## src/rtl/vga_fb_writer.sv

```systemverilog
// CPU-facing pixel writer: synchronized register port, pixel queue, and a
// framebuffer write engine that drains the queue or fills the screen with one colour.
module vga_fb_writer #(
  parameter int FIFO_DEPTH = 4,
  parameter int FB_W       = 160,
  parameter int FB_H       = 120
) (
  input  logic       CLK,
  input  logic       RESET_N,
  input  logic       CE,
  input  logic       RW,
  input  logic [1:0] ADDR,
  input  logic [7:0] DATA,
  output logic [7:0] DOUT,
  output logic       DOUT_OE,
  output logic       FB_WE,
  input  logic       FB_READY,
  output logic [7:0] FB_X,
  output logic [6:0] FB_Y,
  output logic [2:0] FB_COLOR
);
  localparam int AW = (FIFO_DEPTH < 2) ? 1 : $clog2(FIFO_DEPTH);
  localparam logic [7:0] XMAX = 8'(FB_W - 1);
  localparam logic [6:0] YMAX = 7'(FB_H - 1);
  localparam logic [8:0] XLIM = 9'(FB_W);
  localparam logic [7:0] YLIM = 8'(FB_H);
  localparam logic [AW:0] FULL_CNT = (AW+1)'(FIFO_DEPTH);
  localparam logic [1:0] S_IDLE = 2'd0, S_DRAIN = 2'd1, S_CLEAR = 2'd2;

  typedef struct packed {
    logic [7:0] x;
    logic [6:0] y;
    logic [2:0] c;
  } pix_t;

  logic r_ce_s1, r_ce_s2, r_rw_s1, r_rw_s2, r_wr_d, r_oe_d;
  logic [7:0] r_x;
  logic [6:0] r_y;
  logic r_auto, r_clr_req, r_ovf;
  logic [2:0] r_clr_col;
  pix_t r_mem [FIFO_DEPTH];
  logic [AW-1:0] r_rd, r_wr;
  logic [AW:0] r_cnt;
  logic [1:0] r_state;
  logic r_we;
  logic [7:0] r_fx;
  logic [6:0] r_fy;
  logic [2:0] r_fc;

  logic w_wr, w_evt, w_full, w_empty, w_push, w_pop, w_acc, w_free, w_clr_go;
  logic [AW:0] w_avail;
  pix_t w_head;

  assign w_wr    = !r_ce_s2 && !r_rw_s2;
  assign w_evt   = w_wr && !r_wr_d;
  assign DOUT_OE = !r_ce_s2 && r_rw_s2;
  assign w_full  = (r_cnt == FULL_CNT);
  assign w_empty = (r_cnt == '0);
  assign w_push  = w_evt && (ADDR == 2'd2) && !w_full;
  assign w_acc   = r_we && FB_READY;
  assign w_pop   = w_acc && (r_state == S_DRAIN);
  // Output stage can take a new request when idle or when the current one is accepted.
  assign w_free  = !r_we || FB_READY;
  assign w_avail = r_cnt - (AW+1)'(w_pop);
  assign w_head  = r_mem[r_rd + AW'(w_pop)];
  assign w_clr_go = r_clr_req && ((r_state == S_IDLE) || (r_state == S_DRAIN && w_free));

  assign DOUT     = {4'b0, r_ovf, (r_state == S_CLEAR), w_empty, w_full};
  assign FB_WE    = r_we;
  assign FB_X     = r_fx;
  assign FB_Y     = r_fy;
  assign FB_COLOR = r_fc;

  always_ff @(posedge CLK or negedge RESET_N) begin
    if (!RESET_N) begin
      {r_ce_s1, r_ce_s2, r_rw_s1, r_rw_s2, r_wr_d, r_oe_d} <= 6'b111100;
    end else begin
      r_ce_s1 <= CE;
      r_ce_s2 <= r_ce_s1;
      r_rw_s1 <= RW;
      r_rw_s2 <= r_rw_s1;
      r_wr_d  <= w_wr;
      r_oe_d  <= DOUT_OE;
    end
  end

  always_ff @(posedge CLK or negedge RESET_N) begin
    if (!RESET_N) begin
      r_x <= '0; r_y <= '0; r_auto <= 1'b0; r_clr_col <= '0;
      r_clr_req <= 1'b0; r_ovf <= 1'b0;
    end else begin
      if (r_oe_d && !DOUT_OE) r_ovf <= 1'b0;
      if (w_clr_go) r_clr_req <= 1'b0;
      if (w_evt) begin
        case (ADDR)
          2'd0: r_x <= ({1'b0, DATA} >= XLIM) ? XMAX : DATA;
          2'd1: r_y <= (DATA >= YLIM) ? YMAX : DATA[6:0];
          2'd2: begin
            if (w_full) r_ovf <= 1'b1;
            else if (r_auto) begin
              if (r_x == XMAX) begin
                r_x <= '0;
                r_y <= (r_y == YMAX) ? '0 : r_y + 7'd1;
              end else r_x <= r_x + 8'd1;
            end
          end
          default: begin
            r_auto    <= DATA[0];
            r_clr_col <= DATA[5:3];
            if (DATA[1] && r_state != S_CLEAR) r_clr_req <= 1'b1;
          end
        endcase
      end
    end
  end

  always_ff @(posedge CLK) begin
    if (w_push) r_mem[r_wr] <= '{x: r_x, y: r_y, c: DATA[2:0]};
  end

  always_ff @(posedge CLK or negedge RESET_N) begin
    if (!RESET_N) begin
      r_wr <= '0; r_rd <= '0; r_cnt <= '0;
    end else begin
      r_wr  <= r_wr + AW'(w_push);
      r_rd  <= r_rd + AW'(w_pop);
      r_cnt <= r_cnt + (AW+1)'(w_push) - (AW+1)'(w_pop);
    end
  end

  always_ff @(posedge CLK or negedge RESET_N) begin
    if (!RESET_N) begin
      r_state <= S_IDLE; r_we <= 1'b0; r_fx <= '0; r_fy <= '0; r_fc <= '0;
    end else begin
      case (r_state)
        S_IDLE, S_DRAIN: begin
          if (w_clr_go) begin
            r_state <= S_CLEAR; r_we <= 1'b1;
            r_fx <= '0; r_fy <= '0; r_fc <= r_clr_col;
          end else if (w_free) begin
            if (w_avail != '0) begin
              r_state <= S_DRAIN; r_we <= 1'b1;
              {r_fx, r_fy, r_fc} <= w_head;
            end else begin
              r_we <= 1'b0;
              if (!w_push) r_state <= S_IDLE;
            end
          end
        end
        S_CLEAR: begin
          if (w_acc) begin
            if (r_fx == XMAX && r_fy == YMAX) begin
              r_we    <= 1'b0;
              r_state <= w_empty ? S_IDLE : S_DRAIN;
            end else if (r_fx == XMAX) begin
              r_fx <= '0; r_fy <= r_fy + 7'd1;
            end else r_fx <= r_fx + 8'd1;
          end
        end
        default: begin
          r_state <= S_IDLE; r_we <= 1'b0;
        end
      endcase
    end
  end
endmodule

```

## config.mk

```make
export PLATFORM = sky130hd
export DESIGN_NAME = vga_fb_writer
export DESIGN_NICKNAME = d
export VERILOG_FILES = /design/src/rtl/vga_fb_writer.sv
export SDC_FILE = /design/constraint.sdc
export NUM_CORES = 1
export LEC_CHECK = 0
export ABC_AREA = 1
export BUFFER_PORTS_ARGS = -buffer_cell sky130_fd_sc_hd__buf_2
export CAP_MARGIN = 40
export CORE_MARGIN = 2
export CORE_UTILIZATION = 54
export DETAILED_ROUTE_END_ITERATION = 10
export PLACE_DENSITY_LB_ADDON = 0.3
export SLEW_MARGIN = 20
export SYNTH_ARGS = -nofsm -noshare
export SYNTH_HDL_FRONTEND = slang
export SYNTH_SLANG_ARGS = --single-unit
export TNS_END_PERCENT = 50
```

## constraint.sdc

```tcl
create_clock -name CLK -period 2.85 [get_ports CLK]
set_clock_uncertainty 0.2 [all_clocks]
set_input_delay 0.285 -clock CLK [delete_from_list [all_inputs] [get_ports CLK]]
set_output_delay 0.285 -clock CLK [all_outputs]
set_load 0.05 [all_outputs]
```

======== Yosys cells after proc, flatten, opt, wreduce, memory -nomap -nowiden ========
Memory sizes are Yosys's and may differ from the RTL's.
Cells that the tools add are included.
storage, ports and cells
  output and inout port bits .............. 28
  bits of input ports ..................... 15
  RAM bits ................................ 72
  register bits ........................... 55
  memories ................................ 1
memories
  memory  words  width  read ports  clocked after Yosys merged registers in  write ports  line  text
  r_mem   4      18     1           0                                        1            41    pix_t r_mem [FIFO_DEPTH];
operators by class
  equal/unequal tests ..................... 20
  bitwise gates (word level) .............. 1
  muxes and demuxes ....................... 52
  $lt $le $gt $ge ......................... 2
  add/subtract/negate cells ............... 9
  reductions and logical operators ........ 39
operators by type and width
  operator                                                            number
  2-to-1 mux 8 bit                                                    10
  2-to-1 mux 7 bit                                                    11
  case mux 8 bit (2 select lines)                                     2
  case mux 7 bit (2 select lines)                                     2
  adder 8 x 1 -> 8 bit (second input constant)                        2
  == test 8 bit (second input constant)                               2
  2-to-1 mux 1 bit                                                    16
  adder 7 x 1 -> 7 bit (second input constant)                        2
  == test 7 bit (second input constant)                               2
  logical AND 1 bit                                                   12
  2-to-1 mux 2 bit                                                    6
  AND reduction 5 bit                                                 2
  nonzero test 2 bit                                                  5
  2-to-1 mux 3 bit                                                    3
  greater-or-equal comparator 8 x 7 -> 1 bit (second input constant)  1
  greater-or-equal comparator 8 bit (second input constant)           1
  != test 2 x 1 -> 1 bit (second input constant)                      4
  != test 2 bit (second input constant)                               4
  AND reduction 4 bit                                                 2
  logical NOT 1 bit                                                   6
  != test 3 bit (second input constant)                               2
  AND reduction 3 bit                                                 2
  AND reduction 6 bit                                                 1
  subtractor 3 x 1 -> 3 bit                                           2
  16 further kinds                                                    21

======== Depth between registers and ports, before layout ========
Gate-level depths: netlist (run 1).
  word-level depth ........................ 10
  gate-level depth with buffers ........... 16

======== Worst setup path before layout (run 1) ========
No wires, ideal clock.
  path kind ............................... reg-to-reg
  start point ............................. register r_rw_s2
  end point ............................... memory r_mem[0][0] (netlist name), enable pin
  arrival time ............................ 2.282 ns
  path slack .............................. -0.048 ns
  period minus slack after synthesis ...... 2.898 ns
  cell stages (with the launch flop) ...... 8
  library setup time ...................... 0.416 ns
  cell sequence ........................... dfstp_2 > nor2_1 > nand2_1 > nor2_1 > inv_1 > nor2_1 > inv_1 > nor3_1
between the ends
  cells in the longest elaborated chain, start to end .. 7
RTL lines
  what                                    line  text
  from (decl)                             36    logic r_ce_s1, r_ce_s2, r_rw_s1, r_rw_s2, r_wr_d, r_oe_d;
  from (signal assigned)                  81    r_rw_s2 <= r_rw_s1;
  logical NOT 1 bit                       54    assign w_wr = !r_ce_s2 && !r_rw_s2;
  logical AND 1 bit                       54
  via w_wr                                50    logic w_wr, w_evt, w_full, w_empty, w_push, w_pop, w_acc, w_free, w_clr_go;
  logical AND 1 bit                       55    assign w_evt = w_wr && !r_wr_d;
  logical AND 1 bit (2 in a row)          59    assign w_push = w_evt && (ADDR == 2'd2) && !w_full;
  2-to-1 mux 1 bit                        118   if (w_push) r_mem[r_wr] <= '{x: r_x, y: r_y, c: DATA[2:0]};
  2-to-1 mux 1 bit (not written as such)  118
  to (decl)                               41
The timed path passes the listed nets, and every way through them passes these cells.

======== Final worst setup path (run 1) ========
  start point ............................. input port ADDR[0]
  end point ............................... register r_cnt[2]
between the ends
  cells in the longest elaborated chain, start to end .. 5
RTL lines
  what                            line  text
  from (decl)                     12    input logic [1:0] ADDR,
  == test 2 bit                   59
  logical AND 1 bit (2 in a row)  59
  adder 3 x 1 -> 3 bit            127   r_cnt <= r_cnt + (AW+1)'(w_push) - (AW+1)'(w_pop);
  subtractor 3 x 1 -> 3 bit       127
  to (signal assigned)            127
  to (decl)                       43    logic [AW:0] r_cnt;
Every way passes these cells.
A chain may end at the register's enable or synchronous reset.

==> metrics.csv, run 1 <==
stage,metric,value,unit
finish,syn_to_final_growth,17.21,%
sta,min_period,2.614,ns
sta,finalSetupViolations,0,
finish,nets,756,
sta,tightestPinTransition,0.6809,ns
yosys,synth_area,0.006136,mm2
pwr,internal_power,4736,uW
cts,clkTransAtPathRegs,0.06,ns
yosys,postSynthCellCount,678,
cts,numCtsBuffers,17,
setup_path,crit_type,in2reg,
sta,max_freq,0.3826,GHz
setup_path,crit_arrival,2.72,ns
run_status,status,finished clean,
die,ioPinCount,43,
die,die-area,0.01223,mm2
cts,hold_buffers,9,
setup_path,crit_path_cell_trace,dlygate4sd3_1 > buf_2 > inv_2 > nand2_2 > nor2_1 > inv_1 > nor2_1 > xor2_1 > ha_1 > inv_1 > fa_1 > xnor2_1,
global_routing,grt_pass1_wl,22.22,mm
placement,dpl_cell_area,0.006459,mm2
global_routing,track_usage,23.01,%
cts,post_cts_buffers,0,
finish,fin_util,65.48,%
pwr,combPwrFrac,36.9,%
sta,slew_violations,0,
sta,fin_ws,0.2364,ns
die,chipHeight,110.6,um
placement,dp_hpwl,9.139,mm
cts,clk_latency,0.42,ns
cts,ctsResizeCount,0,
setup_path,worstPathRequired,2.96,ns
routing,wl_met1,6.033,mm
sta,fin_tns_setup,0,ns
cts,htreeDepth,4,
routing,via_count,4742,
pwr,power_density,1112,mW/mm2
global_routing,grt_pass1_vias,4581,
die,fp.dieW,110.6,um
finish,final_area,0.007192,mm2
yosys,syn_area_per_cell,9.050,um2
yosys,ys_seq_elements,127,
hold_path,hold_class,in2async,
sta,holdWs,0.01745,ns
die,placementRows,38,
pwr,p_leak,0.003320,uW
yosys,synth_top_area_share,35.24,%
sta,fin_crit_sh,91.71,%
routing,met3WireLength,670,um
routing,drtPass1Iterations,5,
yosys,synth_area_leaders,"edfxtp_1, dfrtp_1, nand2_1, nand3_1, o21ai_0",
routing,wl,13.27,mm
setup_path,cpPeakStageDelay,0.53,ns
placement,pre_cts_slack,0.3918,ns
sta,rsz0062_at_grt,false,
pwr,power_switching,3261,uW
setup_path,cp-end-kind,flip-flop,
setup_path,rrSetupSlack,0.43,ns
setup_path,cpLargestDelayFamily,buffers and inverters,
pwr,p_seq_share,33.9,%
yosys,ys_warn_count,0,
placement,globalplace.congestion,0.8216,
yosys,synth_cell_types,39,
routing,drt_iter0_drc,436,
routing,antenna_left,0,
finish,antenna_cells,0,
pwr,swShare,40.78,%
sta,max-slew-margin-rel,54.61,%
global_routing,grt-ovfl-total,0,
setup_path,crit_fanout,16,
finish,layout-drive-gt1-share,15.68,%
cts,cts_num_sinks,127,
setup_path,crit_path_start_kind,input port,
routing,viasPerCell,5.352,
routing,wl_met2,6.373,mm
routing,top_layer_used,met4,
setup_path,slowest_stage,dlygate4sd3_1,
die,initial_core_util,55.87,%
routing,wl_per_cell,14.98,um
yosys,ys_seq_area_share,57.75,%
cts,cts.path.max_buffers,2,
global_routing,grt_max_degree,51,
placement,io_buffers,38,
die,core,0.01098,mm2
global_routing,grt_antenna_before_repair,0,
pwr,clkPwrFrac,29.2,%
cts,cts_tree,yes,
run,cap_violations,0,
setup_path,crit_buf_inv,5,
pwr,ir_drop,709.9,uV
sta,finalHoldViolCount,0,
routing,drc,0,
finish,fill_cells,879,
yosys,yosys.area.top_type,edfxtp_1,
cts,cts-root-buf,clkbuf_16,
stage by stage:
stage               total power (uW)  std cells
floorplan                       4943        681
global placement                5560        845
detailed placement              5662        845
CTS                             8021        886
global route                    8544        886
finish                          7997        886
Yosys cell counts:
master	instances
nand2_1	260
edfxtp_1	72
dfrtp_1	51
inv_1	45
nand3_1	45
nor2_1	40
o21ai_0	37
nand4_1	10
a21oi_1	9
buf_4	9
xor2_1	9
buf_2	8
ha_1	7
inv_2	7
nand2_2	7
nor3_1	7
o21ai_1	5
clkbuf_1	4
dfstp_2	4
nor2_4	4
xnor2_1	4
nand3_2	3
o21ai_2	3
o31ai_1	3
a22oi_1	2
a31oi_1	2
buf_6	2
clkinv_1	2
mux2_2	2
nor2_2	2
o211ai_1	2
o21bai_1	2
o22ai_1	2
or2_2	2
buf_1	1
conb_1	1
fa_1	1
nand3_4	1
o221ai_1	1
worst register-to-register path: cells and delay by family (launching register included):
family	cells	cell delay, ns
adder cells (fa/ha/maj)	1	0.17
buffers and inverters	3	0.59
flip-flops	1	0.43
AO/OA/AOI/OAI	2	0.28
AND/OR/NAND/NOR	6	0.64
layout make-up:
type | count | area (um2) | share of cell area, %
tap | 140 | 175.2 | 2.436
timing repair buffer | 57 | 355.3 | 4.941
inverter | 54 | 202.7 | 2.818
clock inverter | 15 | 217.7 | 3.027
multi-input combinational | 476 | 2272 | 31.59
sequential | 127 | 3543 | 49.27
clock buffer | 17 | 425.4 | 5.915
cells in the final DEF, fill, tap and decap left out, drive strengths merged, types with 6 or more instances in the layout:
cell type,Yosys,layout
dlygate4sd3,0,9
nor3,7,7
dfrtp,51,51
ha,7,7
inv,52,53
nand3,49,49
a21oi,9,9
clkbuf,4,17
nor2,46,46
edfxtp,72,72
nand4,10,10
buf,20,48
o21ai,45,45
nand2,267,267
xor2,9,9
clkinv,2,6
power groups by stage:
stage / Sequential [uW] / Combinational [uW] / Clock, uW
4_1_cts: 2700 / 2960 / 2360
3_3_place_gp: 2710 / 2850 / 0
2_1_floorplan: 3070 / 1870 / 0
3_5_place_dp: 2730 / 2930 / 0
5_1_grt: 2760 / 3320 / 2470
6_report: 2710 / 2950 / 2340
layer usage:
layer	global-route usage (%)	vias up
li1	-	2336
met4	8.417	0
met3	5.379	20
met1	31.24	2221
met5	0	-
met2	36.40	165
registers in the layout (all words and copies together), names as in the netlist, 3 cells and up:
signal and cells:
r_mem 72, r_x 8, r_y 7, FB_X 8, r_clr_col 3, r_cnt 3
FB_Y 7, FB_COLOR 3
kinds of logic (layout without fill, tap and decap cells):
family          after synthesis  after routing  synth area share, %
flops                       127            127                57.75
other cells                   1              4              0.06112
compound gates               68             68                6.240
mux                           2              2               0.3670
xor+xnor                     13             13                1.856
buf+inv                      78            143                5.730
fa+ha+maj                     8              8                1.754
simple gates                381            381                26.24
worst paths after layout:
check / from / end / cells after the start
worst max-delay path: ADDR[0] / r_cnt[2] / 12
max in group asynchronous: RESET_N / r_y[0] / 3
worst min-delay path: RESET_N / FB_Y[5] / 2
worst min register to register: r_rw_s1 / r_rw_s2 / 0
min in group CLK: DATA[3] / r_clr_col[0] / 3
worst max register to register: r_state[0] / FB_X[2] / 12
Power figures use the tool's default switching activity.
==> run 2, diff against run 1 <==
Settings changed: ABC_AREA 1 to unset, CORE_MARGIN 2 to unset.
==> run 2 against run 1 <==
Effect of this change: global-route usage increased by 2.4 points; final area decreased by 3.1%; critical path depth decreased by 8; critical path type is now reg2out.
==> metrics.csv, run 2 <==
stage,metric,value,unit,change
global_routing,grt_antenna_before_repair,0,,unchanged
setup_path,cp-end-kind,primary output,,
die,initial_core_util,56.34,%,+0.47 points
die,ioPinCount,43,,unchanged
yosys,synthFlopType,edfxtp_1,,
hold_path,hold_class,in2async,,
pwr,ir_drop,466.5,uV,-34%
routing,wl_per_cell,18.47,um,+23%
placement,dp_hpwl,8.933,mm,-2.3%
sta,finalHoldViolCount,0,,unchanged
finish,syn_to_final_growth,18.17,%,
setup_path,r2r_start,r_wr_d,,
sta,max_freq,0.3849,GHz,+0.60%
yosys,ys_async_sr_fraction,43.31,%,unchanged
global_routing,grt_pass1_wl,21.40,mm,-3.7%
pwr,power_density,766.2,mW/mm2,-31%
yosys,yosys.area.top_type,edfxtp_1,,
setup_path,rrSetupSlack,0.33,ns,-0.10 ns
global_routing,grt.busiest_layer,met2,,
pwr,combPwrFrac,15.9,%,-21 points
setup_path,r2r-end,r_cnt[2],,
pwr,clkPwrFrac,37.1,%,+7.9 points
cts,cts_num_sinks,127,,unchanged
pwr,totalPowerFinal,5337,uW,-33%
finish,layout-drive-gt1-share,20.07,%,+4.4 points
finish,max_flop_register,r_mem,,
finish,final_common_cell,edfxtp_1,,
routing,drtPass1Iterations,5,,unchanged
yosys,postSynthCellCount,494,,-27%
global_routing,grt_pass1_vias,4243,,-7.4%
die,fp.dieW,106.5,um,-3.7%
yosys,synth_cell_types,68,,+74%
sta,fin_tns_setup,0,ns,unchanged
routing,drc,0,,unchanged
setup_path,reg2reg_depth,8,,-4
pwr,swShare,29.16,%,-12 points
sta,max-slew-margin-rel,58.06,%,+3.4 points
sta,finalSetupViolations,0,,unchanged
die,die-area,0.01134,mm2,-7.3%
setup_path,cpPeakStageDelay,0.42,ns,-0.11 ns
global_routing,met3_usage,5.334,%,-0.045 points
cts,numCtsBuffers,17,,unchanged
yosys,synth_edf_count,72,,unchanged
setup_path,worstPathRequired,2.37,ns,-0.59 ns
setup_path,crit_buf_inv,3,,-2
setup_path,cpLargestDelayFamily,buffers and inverters,,
global_routing,track_usage,25.45,%,+2.4 points
sta,tightestPinTransition,0.6268,ns,-0.05404 ns
yosys,ys_seq_elements,127,,unchanged
cts,post_cts_buffers,0,,unchanged
pwr,p_leak,0.002713,uW,-18%
sta,rsz0062_at_grt,false,,
yosys,post-synth-top-count-cell,edfxtp_1,,
finish,fin_util,66.57,%,+1.1 points
routing,antenna_left,0,,unchanged
finish,largest_reg_flops,72,,unchanged
yosys,syn_area_per_cell,11.93,um2,+32%
setup_path,slowest_stage,dfrtp_1,,
routing,viasPerCell,5.969,,+12%
finish,final_area,0.006965,mm2,-3.1%
die,placementRows,37,,-2.6%
cts,cts_tree,yes,,
placement,dpl_cell_area,0.006295,mm2,-2.5%
run,cap_violations,0,,unchanged
routing,via_count,4232,,-11%
routing,drt_iter0_drc,355,,-19%
placement,io_buffers,38,,unchanged
pwr,internal_power,3780,uW,-20%
setup_path,crit_start,r_state[0],,
cts,clk_latency,0.52,ns,+0.10 ns
yosys,synth_common_cells,"edfxtp_1, dfrtp_1, nand2_1",,
global_routing,grt_max_degree,40,,-22%
die,chipHeight,106.5,um,-3.7%
cts,cts-root-buf,clkbuf_8,,
global_routing,use_met1,33.76,%,+2.5 points
sta,fin_ws,0.2520,ns,+0.01559 ns
global_routing,grt_util_met2,39.61,%,+3.2 points
setup_path,crit_arrival,2.11,ns,-0.61 ns
cts,ctsResizeCount,0,,unchanged
placement,pre_cts_slack,0.3216,ns,-0.07028 ns
cts,htreeDepth,4,,unchanged
setup_path,crit_path_start_kind,flip-flop,,
cts,hold_buffers,11,,+2
placement,globalplace.congestion,0.8971,,+9.2%
yosys,ys_seq_area_share,60.11,%,+2.4 points
sta,slew_violations,0,,unchanged
finish,nets,583,,-23%
yosys,synth_area,0.005894,mm2,-3.9%
yosys,synth_area_leaders,"edfxtp_1, dfrtp_1, mux2i_1, nand2_1, o21ai_0",,
finish,antenna_cells,0,,unchanged
pwr,power_switching,1556,uW,-52%
global_routing,grt-ovfl-total,0,,unchanged
setup_path,crit_type,reg2out,,
setup_path,endpoint,DOUT[2],,
die,core,0.01046,mm2,-4.7%
cts,cts.path.max_buffers,2,,unchanged
finish,final_cell_mix,"edfxtp_1, dfrtp_1, nand2_1, buf_2, nor2_1",,
pwr,p_seq_share,47.0,%,+13 points
setup_path,cp_num_cells,4,,-8
run_status,status,finished clean,,
sta,fin_crit_sh,91.16,%,-0.55 points
yosys,synth_top_area_share,36.68,%,+1.4 points
routing,wl,13.09,mm,-1.3%
cts,clkTransAtPathRegs,0.06,ns,about the same
setup_path,crit_fanout,13,,-3
setup_path,crit_path_cell_trace,buf_4 > nand2b_1 > inv_2 > buf_2,,
yosys,ys_warn_count,0,,unchanged
sta,min_period,2.598,ns,-0.01559 ns
-- run 2: routing by layer --
layer,up-vias,wire (um)
met5,-,0
met4,0,380
met3,30,871
met2,189,6011
met1,2034,5830
li1,1979,-
-- run 2: cell type report --
cell class                 instances  area [um2]
fill                             792        3497
sequential                       127        3543
timing repair buffer              72       473.0
inverter                          16       60.06
multi-input combinational        326        2158
tap                              136       170.2
clock inverter                     4       22.52
clock buffer                      28       538.0
-- run 2: cells by family (layout without fill, tap and decap cells) --
family	Yosys count	after routing	synth area share, %
AOI/OAI and AO/OA	135	135	14.92
DFF	127	127	60.11
other	1	4	0.06362
and+or+nand+nor	140	140	11.97
adders and majority gates	8	8	1.825
muxes	33	33	6.665
xor gates and xnor gates	6	6	0.8917
buffers and inverters	44	120	3.545
-- run 2: how the worst min path moves through the flow --
stage / start / to / slack (ns)
after floorplan: RESET_N / FB_COLOR[0] / -0.21
after CTS: ADDR[0] / r_x[6] / 0.002
after global placement: RESET_N / FB_WE / 0.03
final: RESET_N / FB_WE / 0.01
after global routing: RESET_N / FB_WE / 0.05
after detailed placement: RESET_N / FB_WE / 0.03
-- run 2: power groups by stage --
stage                     sequential (uW)  clock [uW]  combinational [uW]
after floorplan                      2580           0                 513
after global placement               2510           0                 820
after detailed placement             2530           0                 835
after CTS                            2500        2010                 852
after global routing                 2540        2080                 930
final                                2510        1980                 851
-- run 2: stage by stage --
step / instances / hold slack (ns)
floorplan: 497 / -0.2106
global placement: 666 / 0.02940
detailed placement: 666 / 0.03304
CTS: 709 / 0.002381
global route: 709 / 0.04726
finish: 709 / 0.01350
